[src/rtl/vc_input_controller_pkg.sv]
// Shared flit encoding, state encoding and helpers for the
// virtual-channel input controller.
package vc_input_controller_pkg;

  localparam logic [1:0] FLIT_HEAD = 2'b00;
  localparam logic [1:0] FLIT_BODY = 2'b01;
  localparam logic [1:0] FLIT_TAIL = 2'b10;
  localparam logic [1:0] FLIT_IDLE = 2'b11;

  localparam int TYPE_HI = 30;
  localparam int TYPE_LO = 29;
  localparam int DEST_HI = 28;
  localparam int DEST_LO = 27;

  localparam logic [31:0] IDLE_FLIT = 32'h6000_0000;

  typedef enum logic [1:0] {
    S_IDLE   = 2'd0,
    S_ROUTE  = 2'd1,
    S_ACTIVE = 2'd2
  } vc_state_t;

  function automatic logic [3:0] onehot4(input logic [1:0] p);
    onehot4 = 4'b0001 << p;
  endfunction

endpackage

[src/rtl/vc_input_controller_fifo.sv]
// Synchronous flit FIFO; DEPTH must be a power of two so the
// pointers wrap naturally at ADDR_W bits.
module vc_sync_fifo #(
  parameter int DEPTH  = 8,
  parameter int ADDR_W = 3
) (
  input  logic              clk,
  input  logic              reset,
  input  logic              wr_en,
  input  logic              rd_en,
  input  logic [31:0]       wr_data,
  output logic              full,
  output logic              empty,
  output logic [ADDR_W:0]   count,
  output logic [31:0]       head
);

  localparam logic [ADDR_W:0]   CNT_ONE = 1;
  localparam logic [ADDR_W-1:0] PTR_ONE = 1;
  localparam logic [ADDR_W:0]   CNT_MAX = (ADDR_W+1)'(DEPTH);

  logic [31:0]       r_mem [DEPTH];
  logic [ADDR_W-1:0] r_wr_ptr;
  logic [ADDR_W-1:0] r_rd_ptr;
  logic [ADDR_W:0]   r_count;
  logic              w_do_wr;
  logic              w_do_rd;

  // A full FIFO refuses writes even when a pop frees a slot
  assign full    = (r_count == CNT_MAX);
  assign empty   = (r_count == '0);
  assign count   = r_count;
  assign head    = r_mem[r_rd_ptr];
  assign w_do_wr = wr_en & ~full;
  assign w_do_rd = rd_en & ~empty;

  always_ff @(posedge clk or posedge reset) begin
    if (reset) begin
      r_wr_ptr <= '0;
      r_rd_ptr <= '0;
      r_count  <= '0;
    end else begin
      if (w_do_wr) r_wr_ptr <= r_wr_ptr + PTR_ONE;
      if (w_do_rd) r_rd_ptr <= r_rd_ptr + PTR_ONE;
      unique case ({w_do_wr, w_do_rd})
        2'b10:   r_count <= r_count + CNT_ONE;
        2'b01:   r_count <= r_count - CNT_ONE;
        default: r_count <= r_count;
      endcase
    end
  end

  always_ff @(posedge clk) begin
    if (w_do_wr) r_mem[r_wr_ptr] <= wr_data;
  end

endmodule

[src/rtl/vc_input_controller.sv]
// VC input controller: buffers flits, routes head flits to one of
// four output channels. Optional counters under VC_PKT_STATS_EN.
module vc_input_controller
  import vc_input_controller_pkg::*;
#(
  parameter int DEPTH  = 8,
  parameter int ADDR_W = 3
) (
  input  logic        clk,
  input  logic        reset,
  input  logic [31:0] data_in,
  input  logic        in_val,
  output logic        in_rdy,
  input  logic [3:0]  gnt,
  output logic [3:0]  req,
  output logic [31:0] data_out,
  output logic        drop_err
`ifdef VC_PKT_STATS_EN
  ,
  output logic [15:0] pkt_cnt,
  output logic [7:0]  drop_cnt
`endif
);

  localparam logic [ADDR_W:0] CNT_MAX = (ADDR_W+1)'(DEPTH);

  vc_state_t       r_state;
  logic [1:0]      r_port;
  logic [3:0]      r_req;
  logic            r_drop;

  logic            w_full;
  logic            w_empty;
  logic [ADDR_W:0] w_count;
  logic [31:0]     w_head;
  logic [1:0]      w_head_type;
  logic            w_wr;
  logic            w_grant;
  logic            w_drop;
  logic            w_act_pop;
  logic            w_pop;
  logic            w_tail_pop;

  assign in_rdy      = (w_count != CNT_MAX);
  assign w_wr        = in_val & ~w_full &
                       (data_in[TYPE_HI:TYPE_LO] != FLIT_IDLE);
  assign w_head_type = w_head[TYPE_HI:TYPE_LO];
  assign w_grant     = gnt[r_port];

  // Orphan body/tail flits at the queue head are discarded in IDLE
  assign w_drop      = (r_state == S_IDLE) & ~w_empty &
                       ((w_head_type == FLIT_BODY) |
                        (w_head_type == FLIT_TAIL));
  assign w_act_pop   = (r_state == S_ACTIVE) & w_grant & ~w_empty;
  assign w_pop       = w_drop | w_act_pop;
  assign w_tail_pop  = w_act_pop & (w_head_type == FLIT_TAIL);

  assign data_out    = w_act_pop ? w_head : IDLE_FLIT;
  assign req         = r_req;
  assign drop_err    = r_drop;

  vc_sync_fifo #(
    .DEPTH  (DEPTH),
    .ADDR_W (ADDR_W)
  ) u_fifo (
    .clk     (clk),
    .reset   (reset),
    .wr_en   (w_wr),
    .rd_en   (w_pop),
    .wr_data (data_in),
    .full    (w_full),
    .empty   (w_empty),
    .count   (w_count),
    .head    (w_head)
  );

  always_ff @(posedge clk or posedge reset) begin
    if (reset) begin
      r_state <= S_IDLE;
      r_port  <= '0;
      r_req   <= '0;
      r_drop  <= 1'b0;
    end else begin
      r_drop <= w_drop;
      unique case (r_state)
        S_IDLE: begin
          if (~w_empty && w_head_type == FLIT_HEAD) begin
            r_port  <= w_head[DEST_HI:DEST_LO];
            r_req   <= onehot4(w_head[DEST_HI:DEST_LO]);
            r_state <= S_ROUTE;
          end
        end
        S_ROUTE: begin
          if (w_grant) r_state <= S_ACTIVE;
        end
        S_ACTIVE: begin
          if (w_tail_pop) begin
            r_req   <= '0;
            r_state <= S_IDLE;
          end
        end
        default: r_state <= S_IDLE;
      endcase
    end
  end

`ifdef VC_PKT_STATS_EN
  logic [15:0] r_pkt_cnt;
  logic [7:0]  r_drop_cnt;

  assign pkt_cnt  = r_pkt_cnt;
  assign drop_cnt = r_drop_cnt;

  always_ff @(posedge clk or posedge reset) begin
    if (reset) begin
      r_pkt_cnt  <= '0;
      r_drop_cnt <= '0;
    end else begin
      if (w_tail_pop) r_pkt_cnt <= r_pkt_cnt + 16'd1;
      if (w_drop && r_drop_cnt != 8'hFF)
        r_drop_cnt <= r_drop_cnt + 8'd1;
    end
  end
`endif

endmodule

[config.mk]
export PLATFORM = sky130hd
export DESIGN_NAME = vc_input_controller
export DESIGN_NICKNAME = d
export VERILOG_FILES = /design/src/rtl/vc_input_controller_pkg.sv /design/src/rtl/vc_input_controller_fifo.sv /design/src/rtl/vc_input_controller.sv
export SDC_FILE = /design/constraint.sdc
export NUM_CORES = 1
export LEC_CHECK = 0
export CORE_MARGIN = 4
export CORE_UTILIZATION = 40
export DETAILED_ROUTE_END_ITERATION = 6
export PLACE_DENSITY = 0.59
export REMOVE_ABC_BUFFERS = 1
export SETUP_SLACK_MARGIN = 0.5
export SLEW_MARGIN = 10
export SYNTH_ARGS = -nofsm -noshare
export SYNTH_HDL_FRONTEND = slang
export SYNTH_HIERARCHICAL = 1
export SYNTH_SLANG_ARGS = --single-unit
export TNS_END_PERCENT = 1
[constraint.sdc]
create_clock -name clk -period 5.5 [get_ports clk]
set_input_delay 0.55 -clock clk [delete_from_list [all_inputs] [get_ports clk]]
set_output_delay 0.55 -clock clk [all_outputs]
set_load 0.02 [all_outputs]
# ---- Word-level counts from Yosys, hierarchy flattened
# Memory sizes are Yosys's and may differ from the RTL's.
# Cells that the tools add are included.
dict set report op_classes {
  n_bitwise 13
  muxes 13
  reduce_logical 9
  magnitude_cmp 1
  shifts 1
  n_addsub 4
  eq_ne 12
}
# op count
set op_table {}
lappend op_table {{$mux W32} 1}
lappend op_table {{$pmux W4 S2} 2}
lappend op_table {{$and A1 B1 Y1} 9}
lappend op_table {{$mux W4} 2}
lappend op_table {{$add A3 B1 Y3 const B} 2}
lappend op_table {{$eq A2 B1 Y1 const B} 3}
lappend op_table {{$eq A2 B2 Y1 const B} 3}
lappend op_table {{$mux W2} 3}
lappend op_table {{$ne A2 B2 Y1 const B} 3}
lappend op_table {{$pmux W2 S3} 1}
lappend op_table {{$reduce_and A3 Y1} 2}
lappend op_table {{$add A4 B1 Y4 const B} 1}
lappend op_table {{$eq A4 B4 Y1 const B} 1}
lappend op_table {{$logic_not A2 Y1} 2}
lappend op_table {{$logic_not A4 Y1} 1}
lappend op_table {{$ne A4 B4 Y1 const B} 1}
lappend op_table {{$reduce_bool A2 Y1} 2}
lappend op_table {{$shl A1 B2 Y4 const A} 1}
lappend op_table {{$sub A4 B1 Y4 const B} 1}
lappend op_table {{$lt A2 B3 Y1 const B} 1}
lappend op_table {{$mux W1} 3}
lappend op_table {{$bmux W1 S2} 1}
lappend op_table {{$ne A2 B1 Y1 const B} 1}
lappend op_table {{$not A1 Y1} 2}
lappend op_table {{3 further kinds} 4}
dict set report word_totals {
  mem_bits_rw 256
  ff_bits 19
  word_cells 61
  output_inout_bits 38
  input_bits 39
  mem_count 1
}
# memory words word_bits rd rd_clocked_by_memory_dff wr line_no
set memory_table {}
lappend memory_table {u_fifo.r_mem 8 32 1 0 1 vc_input_controller_fifo.sv:22} ;# logic [31:0] r_mem [DEPTH];

# ---- Depth between registers and ports, before layout
# Gate-level depths: netlist (run 1).
dict set report logic_depth {
  word_depth 8
  ltp_mapped 15
  depth_no_buf 13
}

# ---- By module
# The synthesis (run 1) kept the hierarchy.
# mod seq_area_each_um2 cells_per_inst instances area_each_um2
set modules_own_cells {}
lappend modules_own_cells {vc_sync_fifo 7937.6 438 1 10403.7}
lappend modules_own_cells {vc_input_controller 225.2 89 1 780.7}

# ---- Worst setup path after synthesis (run 1)
# Ideal clock, no wire load.
dict set report synth_path {
  kind {flip-flop to flip-flop}
  from {reg u_fifo.r_count[3], in the netlist u_fifo/count[3]}
  to {mem u_fifo.r_mem[1][0] (enable)}
  arrival_ns 3.422
  stages_incl_launch_ff 6
  path_slack_ns 1.617
  period_less_slack_ns 3.883
  required_time_ns 5.039
  setup_time_ns 0.461
  path_buffers 0
  path_cell_list {dfrtp_1 > or4b_4 > inv_1 > a211oi_1 > nand3_1 > nor3_1}
}
dict set report synth_between {
  elab_chain_cells 7
}
# item line_no
set synth_lines {}
lappend synth_lines {{start: declaration} vc_input_controller_fifo.sv:25} ;# logic [ADDR_W:0] r_count;
lappend synth_lines {{start signal: assignment} vc_input_controller_fifo.sv:46} ;# 2'b10: r_count <= r_count + CNT_ONE;
lappend synth_lines {{start signal: assignment} vc_input_controller_fifo.sv:47} ;# 2'b01: r_count <= r_count - CNT_ONE;
lappend synth_lines {{start signal: assignment} vc_input_controller_fifo.sv:48} ;# default: r_count <= r_count;
lappend synth_lines {{$eq A4 B4 Y1} vc_input_controller_fifo.sv:30} ;# assign full = (r_count == CNT_MAX);
lappend synth_lines {{named net w_full} vc_input_controller.sv:32} ;# logic w_full;
lappend synth_lines {{$not A1 Y1} vc_input_controller.sv:45} ;# assign w_wr = in_val & ~w_full &
lappend synth_lines {{$and A1 B1 Y1 (2 in a row)} vc_input_controller.sv:45}
lappend synth_lines {{named net w_wr} vc_input_controller.sv:37} ;# logic w_wr;
lappend synth_lines {{$and A1 B1 Y1} vc_input_controller_fifo.sv:34} ;# assign w_do_wr = wr_en & ~full;
lappend synth_lines {{$mux W1} vc_input_controller_fifo.sv:54} ;# if (w_do_wr) r_mem[r_wr_ptr] <= wr_data;
lappend synth_lines {{$mux W1 (not written as such)} vc_input_controller_fifo.sv:54}
lappend synth_lines {{end: declaration} vc_input_controller_fifo.sv:22}
# The timed path passes the listed nets, and every way through them passes these cells.

# ---- Worst setup path after layout (run 1)
dict set report layout_path {
  from {reg u_fifo.r_rd_ptr[0]}
  to {reg u_fifo.r_count[3], in the netlist u_fifo/count[3]}
}
dict set report layout_between {
  elab_chain_cells 8
  elab_cells_between_ends 11
  cone_classes {4 x eq/ne; 1 x mux; 4 x bitwise; 1 x reduce/logical; 1 x memory}
}
# item line_no
set layout_lines {}
lappend layout_lines {{start: declaration} vc_input_controller_fifo.sv:24} ;# logic [ADDR_W-1:0] r_rd_ptr;
lappend layout_lines {{start signal: assignment} vc_input_controller_fifo.sv:44} ;# if (w_do_rd) r_rd_ptr <= r_rd_ptr + PTR_ONE;
lappend layout_lines {{$mem_v2 Z8 W32 (*)} -}
lappend layout_lines {{named net w_head[29]} vc_input_controller.sv:35} ;# logic [31:0] w_head;
lappend layout_lines {{$eq A2 B1 Y1 / $eq A2 B2 Y1 (equally long branches)} {vc_input_controller.sv:52, vc_input_controller.sv:53}}
lappend layout_lines {{$or A1 B1 Y1 (*)} vc_input_controller.sv:52} ;# ((w_head_type == FLIT_BODY) |
lappend layout_lines {{$and A1 B1 Y1 (*)} vc_input_controller.sv:51} ;# assign w_drop = (r_state == S_IDLE) & ~w_empty &
lappend layout_lines {{named net w_drop} vc_input_controller.sv:39} ;# logic w_drop;
lappend layout_lines {{$or A1 B1 Y1 (*)} vc_input_controller.sv:55} ;# assign w_pop = w_drop | w_act_pop;
lappend layout_lines {{named net w_pop} vc_input_controller.sv:41} ;# logic w_pop;
lappend layout_lines {{$and A1 B1 Y1 (*)} vc_input_controller_fifo.sv:35} ;# assign w_do_rd = rd_en & ~empty;
lappend layout_lines {{named net u_fifo.w_do_rd} vc_input_controller_fifo.sv:27} ;# logic w_do_rd;
lappend layout_lines {{$eq A2 B1 Y1 / $eq A2 B2 Y1 (equally long branches)} vc_input_controller_fifo.sv:45} ;# unique case ({w_do_wr, w_do_rd})
lappend layout_lines {{$pmux W4 S2 / $reduce_bool A2 Y1 (equally long branches)} -}
# Mark *: on every way through the listed nets, which the timed path passes. The rest lies on a longest branch.
# A chain may end at the register's enable or synchronous reset.

==> impl_metrics.py, run 1 <==
metrics = {
    "yosys": {
        "syn_avg_cell_area_sq_um": 21.2,
        "yosys_warnings": 6,
        "synthCells": 527,
        "netlist_area_sq_um": 11200,
        "ys_ff_latch": 275,
        "synthMuxAreaShare_pct": 18.0,
        "synth-xor-area-share_pct": 0.470,
        "yosys.cell_types.count": 48,
        "synthAdderAreaFrac_pct": 0.962,
        "seq_area_frac_synth_pct": 73.0,
        "synth-compound-area-share_pct": 1.26,
        "synth-simple-area-share_pct": 4.34,
        "synth_top_family_by_area": "multiplexers",
    },
    "clocking": {
        "cts_resized": 0,
        "cts_tree": "yes",
        "clockBufferDepth": 3,
        "cts-hold-fix-buffers": 0,
        "cts_setup_buffers": 0,
        "path_clk_slew_ns": 0.06,
        "clockRootBuffer": "clkbuf_16",
        "clk_latency_ns": 0.55,
        "htreeDepth": 1,
        "cts.sinks": 275,
        "cts_buffers": 29,
    },
    "outcome": {
        "status": "finished, final reports clean",
    },
    "sta": {
        "setup_viol": 0,
        "hold_viol": 0,
        "timing.final.crit_share_pct": 75.1,
        "max-slew-margin-rel_pct": 26.8,
        "tightest_slew_ns": 1.10,
        "rsz0062_at_grt": "no",
        "timing.fmax_mhz": 242,
        "finalClockSkew_ns": 0.0100,
        "period_needed_ns": 4.13,
        "layout_setup_ws_ns": 1.37,
        "slew_violations": 0,
    },
    "pwr": {
        "p_int_mw": 4.67,
        "clkPwrFrac_pct": 26.6,
        "power_frac_seq_pct": 42.1,
        "p_leak_nw": 4.36,
        "vdd_drop_max_uv": 243,
        "switching_share_pct": 29.7,
        "powerDensity_nw_per_um2": 501,
        "switchingPower_mw": 1.97,
        "p_comb_share_pct": 31.3,
    },
    "worst_hold_path": {
        "hold_path.class": "in2async",
    },
    "layout": {
        "diodes": 0,
        "final_cell_mix": "edfxtp_1, clkdlybuf4s50_1, mux4_2",
        "final_common_cell": "edfxtp_1",
        "syn_to_final_growth_pct": 18.6,
        "fin_util_pct": 48.7,
        "fin_nets": 674,
        "drive_gt1_share_pct": 22.0,
    },
    "grt": {
        "grtUsageTotal_pct": 14.5,
        "grt_pass1_vias": 5783,
        "grt_pass1_wl_um": 34400,
        "overflow": 0,
        "grt_max_degree": 63,
        "grt_antenna_before_repair": 2,
    },
    "placed_design": {
        "port-buffer-count": 76,
        "routabilityCongestion": 0.729,
        "place_ws_ns": 1.36,
        "dp_hpwl_um": 12700,
    },
    "floorplan": {
        "placementRows": 60,
        "die_area_sq_um": 30700,
        "num_io_pins": 77,
        "die_h_um": 175,
        "die-width_um": 175,
        "core_sq_um": 27300,
        "start_util_pct": 41.0,
    },
    "drt": {
        "wl_um": 22300,
        "drc": 0,
        "drt-vias-per-instance": 5.26,
        "drtIter0Drc": 268,
        "ant_nets": 0,
        "wl_per_cell_um": 22.0,
        "first_pass_iters": 4,
        "vias": 5345,
    },
    "setup_path": {
        "crit_path_max_fanout": 26,
        "cp.arrival_ns": 4.54,
        "crit_required_ns": 5.91,
        "critPathCaptureType": "flip-flop",
        "start_kind": "flip-flop",
        "criticalPathCategory": "reg2reg",
    },
    "job": {
        "cap_violations": 0,
    },
}
==> Yosys cell counts (all sizes together) <==
cell    count  area (sq um)
clkbuf      7          28.8
nor4bb      1          10.0
a211oi      1          7.51
o211ai      1          7.51
nand2b      3          18.8
nor2b       1          13.8
a2111o      1          11.3
or2         1          6.26
mux2i       3          30.0
and2b       1          8.76
or4b        4          47.6
buf        16           153
mux2       36           409
nor3b       3          22.5
nand3b      1          7.51
a21oi       2          10.0
o21ai       6          30.0
o41ai       2          25.0
nand3       5          25.0
edfxtp    256          7690
fa          1          20.0
and2       30           188
nor2        7          26.3
nor4b       2          17.5
nand2      15          56.3
dfrtp      19           475
xor2        1          8.76
nor4        1          6.26
or3b        1          11.3
o22ai       1          6.26
xnor2       5          43.8
a32oi       4          35.0
mux4       65          1570
o311ai      1          8.76
ha          7          87.6
nor3        4          20.0
inv        12          45.0
==> cell families (layout without fill, tap and decap cells) <==
logic type | Yosys count | count (layout)
adder cells (fa/ha/maj) | 8 | 8
multiplexers | 104 | 104
flip-flops | 275 | 275
AO/OA/AOI/OAI | 19 | 19
AND/OR/NAND/NOR | 80 | 80
XOR/XNOR | 6 | 6
buffers and inverters | 35 | 153
==> path summary, 6_finish.rpt <==
check | end | from | slack (ns) | cells after the start
setup / recovery | u_fifo/count[3]$_DFFE_PP0P_ | u_fifo/r_rd_ptr[0]$_DFFE_PP0P_ | 1.37 | 13
hold / removal | drop_err$_DFF_PP0_ | reset | 0.32 | 2
setup reg to reg | u_fifo/count[3]$_DFFE_PP0P_ | u_fifo/r_rd_ptr[0]$_DFFE_PP0P_ | 1.37 | 13
hold reg to reg | u_fifo/r_wr_ptr[0]$_DFFE_PP0P_ | u_fifo/r_wr_ptr[0]$_DFFE_PP0P_ | 0.55 | 1
max in group asynchronous | u_fifo/r_rd_ptr[0]$_DFFE_PP0P_ | reset | 4.79 | 2
min in group clk | u_fifo/r_wr_ptr[0]$_DFFE_PP0P_ | u_fifo/r_wr_ptr[0]$_DFFE_PP0P_ | 0.55 | 1
==> stage by stage <==
stage | cell area (sq um) | TNS [ns] | hold WS, ns | std cells | power [mW]
2_1_floorplan | 11000 | -0.0636 | 0.378 | 504 | 4.28
3_3_place_gp | 12400 | 0 | 0.509 | 968 | 4.87
3_5_place_dp | 12400 | 0 | 0.541 | 968 | 4.94
4_1_cts | 13300 | 0 | 0.302 | 1017 | 6.73
5_1_grt | 13300 | 0 | 0.342 | 1017 | 7.00
6_report | 13300 | 0 | 0.318 | 1017 | 6.64
==> metal layers <==
metal  GRT usage, %  up-vias  wire (um)
met2           25.1      136      11100
met1           19.2     2795       9690
met4           2.68        2        360
met3           3.09       24       1130
met5              0        -         20
li1               -     2388          -
==> power by group through the flow <==
stage          registers (mW)  logic (mW)  clock network, mW
6_report                 2.79        2.08               1.77
5_1_grt                  2.83        2.26               1.92
4_1_cts                  2.80        2.11               1.82
3_5_place_dp             2.84        2.09                  0
3_3_place_gp             2.83        2.05                  0
2_1_floorplan            2.91        1.37                  0
==> critical path, stage by stage, from the launching register on <==
cell and delay [ns]:
dfrtp_4 0.75, mux4_2 0.56, mux2_2 0.28, inv_1 0.10, ha_1 0.24, nor4b_1 0.15, or2_2 0.30, o41ai_2 0.09
inv_2 0.08, ha_1 0.30, ha_1 0.38, or4b_1 0.51, o311ai_0 0.11, o211ai_1 0.13
==> registers in the layout, indices dropped and copies added, names as in the netlist <==
| signal | count |
|---|---|
| r_state | 2 |
| r_port | 2 |
| u_fifo/r_wr_ptr | 3 |
| u_fifo/r_rd_ptr | 3 |
| req | 4 |
| u_fifo/r_mem | 256 |
| u_fifo/count | 4 |
| drop_err | 1 |
==> area by class of cell <==
| type | instances | area, sq um |
|---|---|---|
| inverters | 12 | 45.0 |
| well taps | 372 | 465 |
| repair buffers | 92 | 881 |
| flip-flops and latches | 275 | 8170 |
| clock buffers | 39 | 763 |
| clock inverters | 10 | 87.6 |
| fillers | 2186 | 14000 |
| multi-input cells | 217 | 2850 |
(Power assumes the default switching activity.)
==> run 2, diff against run 1 <==
Settings changed: PLACE_DENSITY 0.59 to 0.61.
Clock period 5.5 ns to 3.4 ns, I/O delays scaled along.
==> impl_metrics.py, run 2 (synthesis results as in run 1) <==
metrics = {
    "sta": {
        "finalClockSkew_ns": 0.00662,
        "slew_violations": 0,
        "hold_viol": 0,
        "rsz0062_at_grt": "yes",
        "timing.fmax_mhz": 300,
        "period_needed_ns": 3.33,
        "setup_viol": 0,
        "layout_setup_ws_ns": 0.0685,
        "max-slew-margin-rel_pct": 62.4,
        "tightest_slew_ns": 0.564,
        "timing.final.crit_share_pct": 98.0,
    },
    "pwr": {
        "switching_share_pct": 29.7,
        "p_int_mw": 7.99,
        "switchingPower_mw": 3.38,
        "clkPwrFrac_pct": 24.9,
        "finalPower_mw": 11.4,
        "p_comb_share_pct": 36.0,
        "powerDensity_nw_per_um2": 831,
        "vdd_drop_max_uv": 438,
        "p_leak_nw": 4.70,
        "power_frac_seq_pct": 39.1,
    },
    "layout": {
        "syn_to_final_growth_pct": 22.4,
        "largest_register": "u_fifo/r_mem",
        "nFillCells": 2141,
        "final_common_cell": "edfxtp_1",
        "multi_input_area_sq_um": 2960,
        "instances_no_fill": 1048,
        "final_area_sq_um": 13700,
        "diodes": 0,
        "largest_reg_flops": 256,
        "final_cell_mix": "edfxtp_1, clkdlybuf4s50_1, mux4_2",
        "fin_nets": 701,
        "seq_area_sq_um": 8170,
        "drive_gt1_share_pct": 27.5,
    },
    "floorplan": {
        "placementRows": 60,
        "start_util_pct": 41.0,
        "die-width_um": 175,
        "die_area_sq_um": 30700,
        "core_sq_um": 27300,
        "num_io_pins": 77,
        "die_h_um": 175,
    },
    "grt": {
        "grt_pass1_vias": 5949,
        "grt_pass1_wl_um": 35200,
        "overflow": 0,
        "grt_max_degree": 41,
        "grt_antenna_before_repair": 3,
        "grtUsageTotal_pct": 14.8,
    },
    "placed_design": {
        "placed_cell_area_sq_um": 12600,
        "placedCellCount": 988,
        "dp_hpwl_um": 13300,
        "place_ws_ns": -0.213,
        "routabilityCongestion": 0.770,
        "port-buffer-count": 76,
    },
    "setup_path": {
        "cp.arrival_ns": 3.73,
        "crit_required_ns": 3.80,
        "critPathCaptureType": "flip-flop",
        "r2r_setup_slack_ns": 0.07,
        "cp_top_family": "simple AND/OR/NAND/NOR gates",
        "crit_top_cell": "ha_4",
        "slowest_delay_ns": 0.51,
        "crit_path_max_fanout": 7,
        "path_buf_inv": 2,
        "criticalPathCategory": "reg2reg",
        "start_kind": "flip-flop",
        "cp_cell_sequence": "mux4_2 -> mux2_4 -> inv_4 -> ha_4 -> nor4b_4 -> or2_4 -> o41ai_4 -> inv_2 -> ha_4 -> ha_4 -> or4b_4 -> o311ai_2 -> o211ai_1",
        "crit_path_top_delay_cell": "mux4_2",
    },
    "drt": {
        "drc": 0,
        "drtIter0Drc": 285,
        "ant_nets": 0,
        "vias": 5504,
        "drt-vias-per-instance": 5.25,
        "wl_um": 22800,
        "first_pass_iters": 5,
        "wl_per_cell_um": 21.7,
    },
    "clocking": {
        "clk_latency_ns": 0.52,
        "cts_buffers": 29,
        "clockRootBuffer": "clkbuf_16",
        "cts-hold-fix-buffers": 0,
        "cts.sinks": 275,
        "clockBufferDepth": 3,
        "cts_tree": "yes",
        "htreeDepth": 1,
        "path_clk_slew_ns": 0.06,
    },
    "job": {
        "cap_violations": 0,
    },
    "worst_hold_path": {
        "hold_path.class": "in2async",
    },
    "outcome": {
        "status": "finished, final reports clean",
    },
}
run 2: changes by cell type in the layout (fill, tap and decap cells not counted), moves of 3 or more:
cell             before  now
ha_1                  7    3
clkdlybuf4s50_1      76   62
buf_12                0    3
clkinv_2              2    5
dlymetal6s2s_1        0    6
clkbuf_1             10    5
dlygate4sd2_1         0    8
buf_4                16   36
clkinv_1              5   10
ha_4                  0    4
run 2: path summary, 6_finish.rpt:
path,startpoint,endpoint,cells after the start
setup / recovery,u_fifo/r_rd_ptr[0]$_DFFE_PP0P_,u_fifo/count[3]$_DFFE_PP0P_,13
hold / removal,reset,req[1]$_DFFE_PP0P_,2
setup reg to reg,u_fifo/r_rd_ptr[0]$_DFFE_PP0P_,u_fifo/count[3]$_DFFE_PP0P_,13
hold reg to reg,u_fifo/r_wr_ptr[0]$_DFFE_PP0P_,u_fifo/r_wr_ptr[0]$_DFFE_PP0P_,1
max in group asynchronous,reset,u_fifo/r_rd_ptr[0]$_DFFE_PP0P_,2
min in group clk,u_fifo/r_wr_ptr[0]$_DFFE_PP0P_,u_fifo/r_wr_ptr[0]$_DFFE_PP0P_,1
run 2: metrics by stage:
step	hold WS (ns)	setup TNS, ns	util (%)
detailed placement	0.513	-0.213	46.2
floorplan	0.168	-60.20	-
global route	0.144	-0.107	50.2
CTS	0.104	0	50.0
global placement	0.503	-0.140	46.2
finish	0.115	0	50.2
run 2: repair_timing:
action,4_1_cts,5_1_grt
pin swaps,2,3
gates cloned,1,0
endpoints found under the setup margin,36,35
gates resized for setup,31,15
endpoints found under the hold margin,0,0
buffers inserted,5,1
run 2: power groups by stage:
stage | combinational, mW | clock (mW) | sequential (mW)
after floorplan | 2.22 | 0 | 4.70
after global placement | 3.58 | 0 | 4.46
after detailed placement | 3.68 | 0 | 4.49
after CTS | 4.06 | 2.91 | 4.44
after global routing | 4.43 | 3.07 | 4.49
final | 4.09 | 2.84 | 4.44
run 2: cell type report:
| cell class | instances | area share (%) |
|---|---|---|
| Sequential cell | 275 | 59.7 |
| Multi-Input combinational cell | 217 | 21.6 |
| Timing Repair Buffer | 119 | 8.62 |
| Clock buffer | 34 | 5.44 |
| Tap cell | 372 | 3.40 |
| Clock inverter | 19 | 0.859 |
| Inverter | 12 | 0.366 |
run 2: metal layers:
metal	wire, um	share of wire (%)	global-route usage [%]
met1	9620	42	20.0
met2	11500	50	25.2
met3	1310	5.8	2.88
met4	322	1.4	2.91
met5	22	0.097	0
==> run 3, diff against run 2 <==
Settings changed: CORE_MARGIN 4 to 8, CTS_BUF_LIST from default to sky130_fd_sc_hd__clkbuf_4, GPL_TIMING_DRIVEN from default to 0.
==> impl_metrics.py, run 3 (synthesis results as in run 1) <==
metrics = {
    "outcome": {
        "status": "complete, but fails checks",
        "violations": "negative setup slack",
    },
    "drt": {
        "ant_nets": 0,
        "first_pass_iters": 4,
        "highest_layer": "met5",
        "drt-vias-per-instance": 5.14,
        "drtIter0Drc": 289,
        "drc": 0,
        "route.met2.wl_um": 12700,
        "met1_length_um": 10100,
        "vias": 5806,
        "wl_per_cell_um": 22.2,
        "met3_length_um": 1680,
        "wl_um": 25000,
    },
    "layout": {
        "drive_gt1_share_pct": 35.0,
        "final_common_cell": "edfxtp_1",
        "instances_no_fill": 1130,
        "syn_to_final_growth_pct": 25.2,
        "fin_util_pct": 50.7,
        "fin_nets": 752,
        "final_cell_mix": "edfxtp_1, clkbuf_4, clkdlybuf4s50_1",
        "largest_register": "u_fifo/r_mem",
        "largest_reg_flops": 256,
        "nFillCells": 2279,
    },
    "clocking": {
        "clockBufferDepth": 3,
        "clockRootBuffer": "clkbuf_4",
        "path_clk_slew_ns": 0.07,
        "clk_latency_ns": 0.65,
        "cts_tree": "yes",
        "cts.sinks": 275,
        "htreeDepth": 3,
        "cts_buffers": 71,
    },
    "floorplan": {
        "die_area_sq_um": 33600,
        "placementRows": 61,
        "core_sq_um": 27600,
        "die_h_um": 183,
        "num_io_pins": 77,
        "start_util_pct": 40.5,
        "die-width_um": 183,
    },
    "pwr": {
        "powerDensity_nw_per_um2": 850,
        "p_leak_nw": 4.92,
        "finalPower_mw": 11.9,
        "vdd_drop_max_uv": 495,
    },
    "setup_path": {
        "crit_top_cell": "ha_4",
        "crit_path_top_delay_cell": "or4b_4",
        "r2r_cells": 13,
        "critPathCaptureType": "flip-flop",
        "r2r_setup_slack_ns": -0.02,
        "cp_cell_sequence": "mux4_2 -> mux2_4 -> inv_4 -> ha_4 -> nor4b_4 -> or2_4 -> o41ai_4 -> inv_2 -> ha_4 -> ha_4 -> or4b_4 -> o311ai_4 -> o211ai_1",
        "criticalPathCategory": "reg2reg",
        "crit_required_ns": 3.93,
        "slowest_delay_ns": 0.53,
        "r2r-end": "u_fifo/count[3]$_DFFE_PP0P_",
        "start_kind": "flip-flop",
        "cp.arrival_ns": 3.94,
        "timing.rr.start": "u_fifo/r_rd_ptr[0]$_DFFE_PP0P_",
        "crit_path_max_fanout": 7,
    },
    "grt": {
        "grt_pass1_wl_um": 37600,
        "grt_max_degree": 31,
        "overflow": 0,
        "grt_antenna_before_repair": 4,
        "grtUsageTotal_pct": 15.1,
        "grt_pass1_vias": 6456,
    },
    "worst_hold_path": {
        "min_from": "data_in[27]",
        "hold_path_end": "u_fifo/r_mem[2][27]$_DFFE_PP_",
        "hold_path.class": "in2reg",
        "min_delay_path_depth": 1,
    },
    "sta": {
        "slew_violations": 0,
        "hold_viol": 0,
        "rsz0062_at_grt": "yes",
        "timing.final.crit_share_pct": 101,
        "tightest_slew_ns": 0.814,
        "finalClockSkew_ns": 0.0214,
        "period_needed_ns": 3.42,
        "setup_viol": 2,
        "max-slew-margin-rel_pct": 45.6,
        "timing.fmax_mhz": 293,
        "layout_setup_ws_ns": -0.0181,
    },
    "job": {
        "cap_violations": 0,
    },
    "placed_design": {
        "dp_hpwl_um": 13600,
        "placedCellCount": 976,
        "port-buffer-count": 76,
        "routabilityCongestion": 0.728,
    },
}
## run 3: area by class of cell
class	instances	area, sq um	share of cell area, %
Antenna cell	1	2.50	0.0179
Clock buffer	97	728	5.20
Clock inverter	22	193	1.38
Inverter	12	50.0	0.357
Multi-Input combinational cell	220	3040	21.7
Sequential cell	275	8170	58.4
Tap cell	378	473	3.38
Timing Repair Buffer	125	1350	9.64
## run 3: per-stage QoR
step / setup WS [ns] / hold slack [ns] / area [sq um] / setup TNS (ns)
6_report: -0.0181 / 0.419 / 14000 / -0.0275
2_1_floorplan: -2.16 / 0.168 / 11000 / -60.20
3_5_place_dp: -1.06 / 0.542 / 12600 / -2.89
4_1_cts: -0.0181 / 0.343 / 13900 / -0.0181
3_3_place_gp: -3.48 / 0.500 / 12200 / -628.06
5_1_grt: -0.0933 / 0.377 / 14000 / -0.427
## run 3: metal layers
metal	global-route usage, %	vias to the layer above
met5	0	-
met1	18.2	2978
li1	-	2596
met4	5.99	4
met3	4.16	46
met2	25.4	182
## run 3: worst max-delay path by stage
stage,from,cells after the start,endpoint,slack (ns)
2_1_floorplan,u_fifo/r_rd_ptr[0]$_DFFE_PP0P_,13,u_fifo/count[3]$_DFFE_PP0P_,-2.16
3_3_place_gp,data_in[29],4,u_fifo/r_mem[0][7]$_DFFE_PP_,-3.48
3_5_place_dp,u_fifo/r_rd_ptr[0]$_DFFE_PP0P_,13,u_fifo/count[3]$_DFFE_PP0P_,-1.06
4_1_cts,u_fifo/r_rd_ptr[0]$_DFFE_PP0P_,13,u_fifo/count[3]$_DFFE_PP0P_,-0.02
5_1_grt,u_fifo/r_rd_ptr[0]$_DFFE_PP0P_,13,u_fifo/count[3]$_DFFE_PP0P_,-0.09
6_report,u_fifo/r_rd_ptr[0]$_DFFE_PP0P_,13,u_fifo/count[3]$_DFFE_PP0P_,-0.02
## run 3: what timing repair did
| item | 4_1_cts | 5_1_grt |
|---|---|---|
| hold endpoints to repair | 19 | 0 |
| setup endpoints to repair | 98 | 132 |
| gates cloned | 5 | 0 |
| resized for setup | 61 | 5 |
| hold buffers | 1 | 0 |
| buffers inserted | 21 | 7 |
| pin swaps | 14 | 14 |
## run 3: worst max-delay path, delay by kind of cell, from the launching register on
family          cells  cell delay, ns
simple gates        3            0.91
compound gates      3            0.27
fa+ha+maj           3            0.61
buf+inv             2            0.17
mux                 2            0.83
flops               1            0.50
## run 3: where the power goes
| part | leakage (nW) | switching, mW | internal (mW) | total (mW) |
|---|---|---|---|---|
| Sequential | 2.53 | 0.298 | 4.19 | 4.49 |
| Combinational | 1.86 | 2.10 | 2.44 | 4.54 |
| Clock | 0.535 | 1.25 | 1.62 | 2.87 |
| Total | 4.92 | 3.65 | 8.25 | 11.9 |
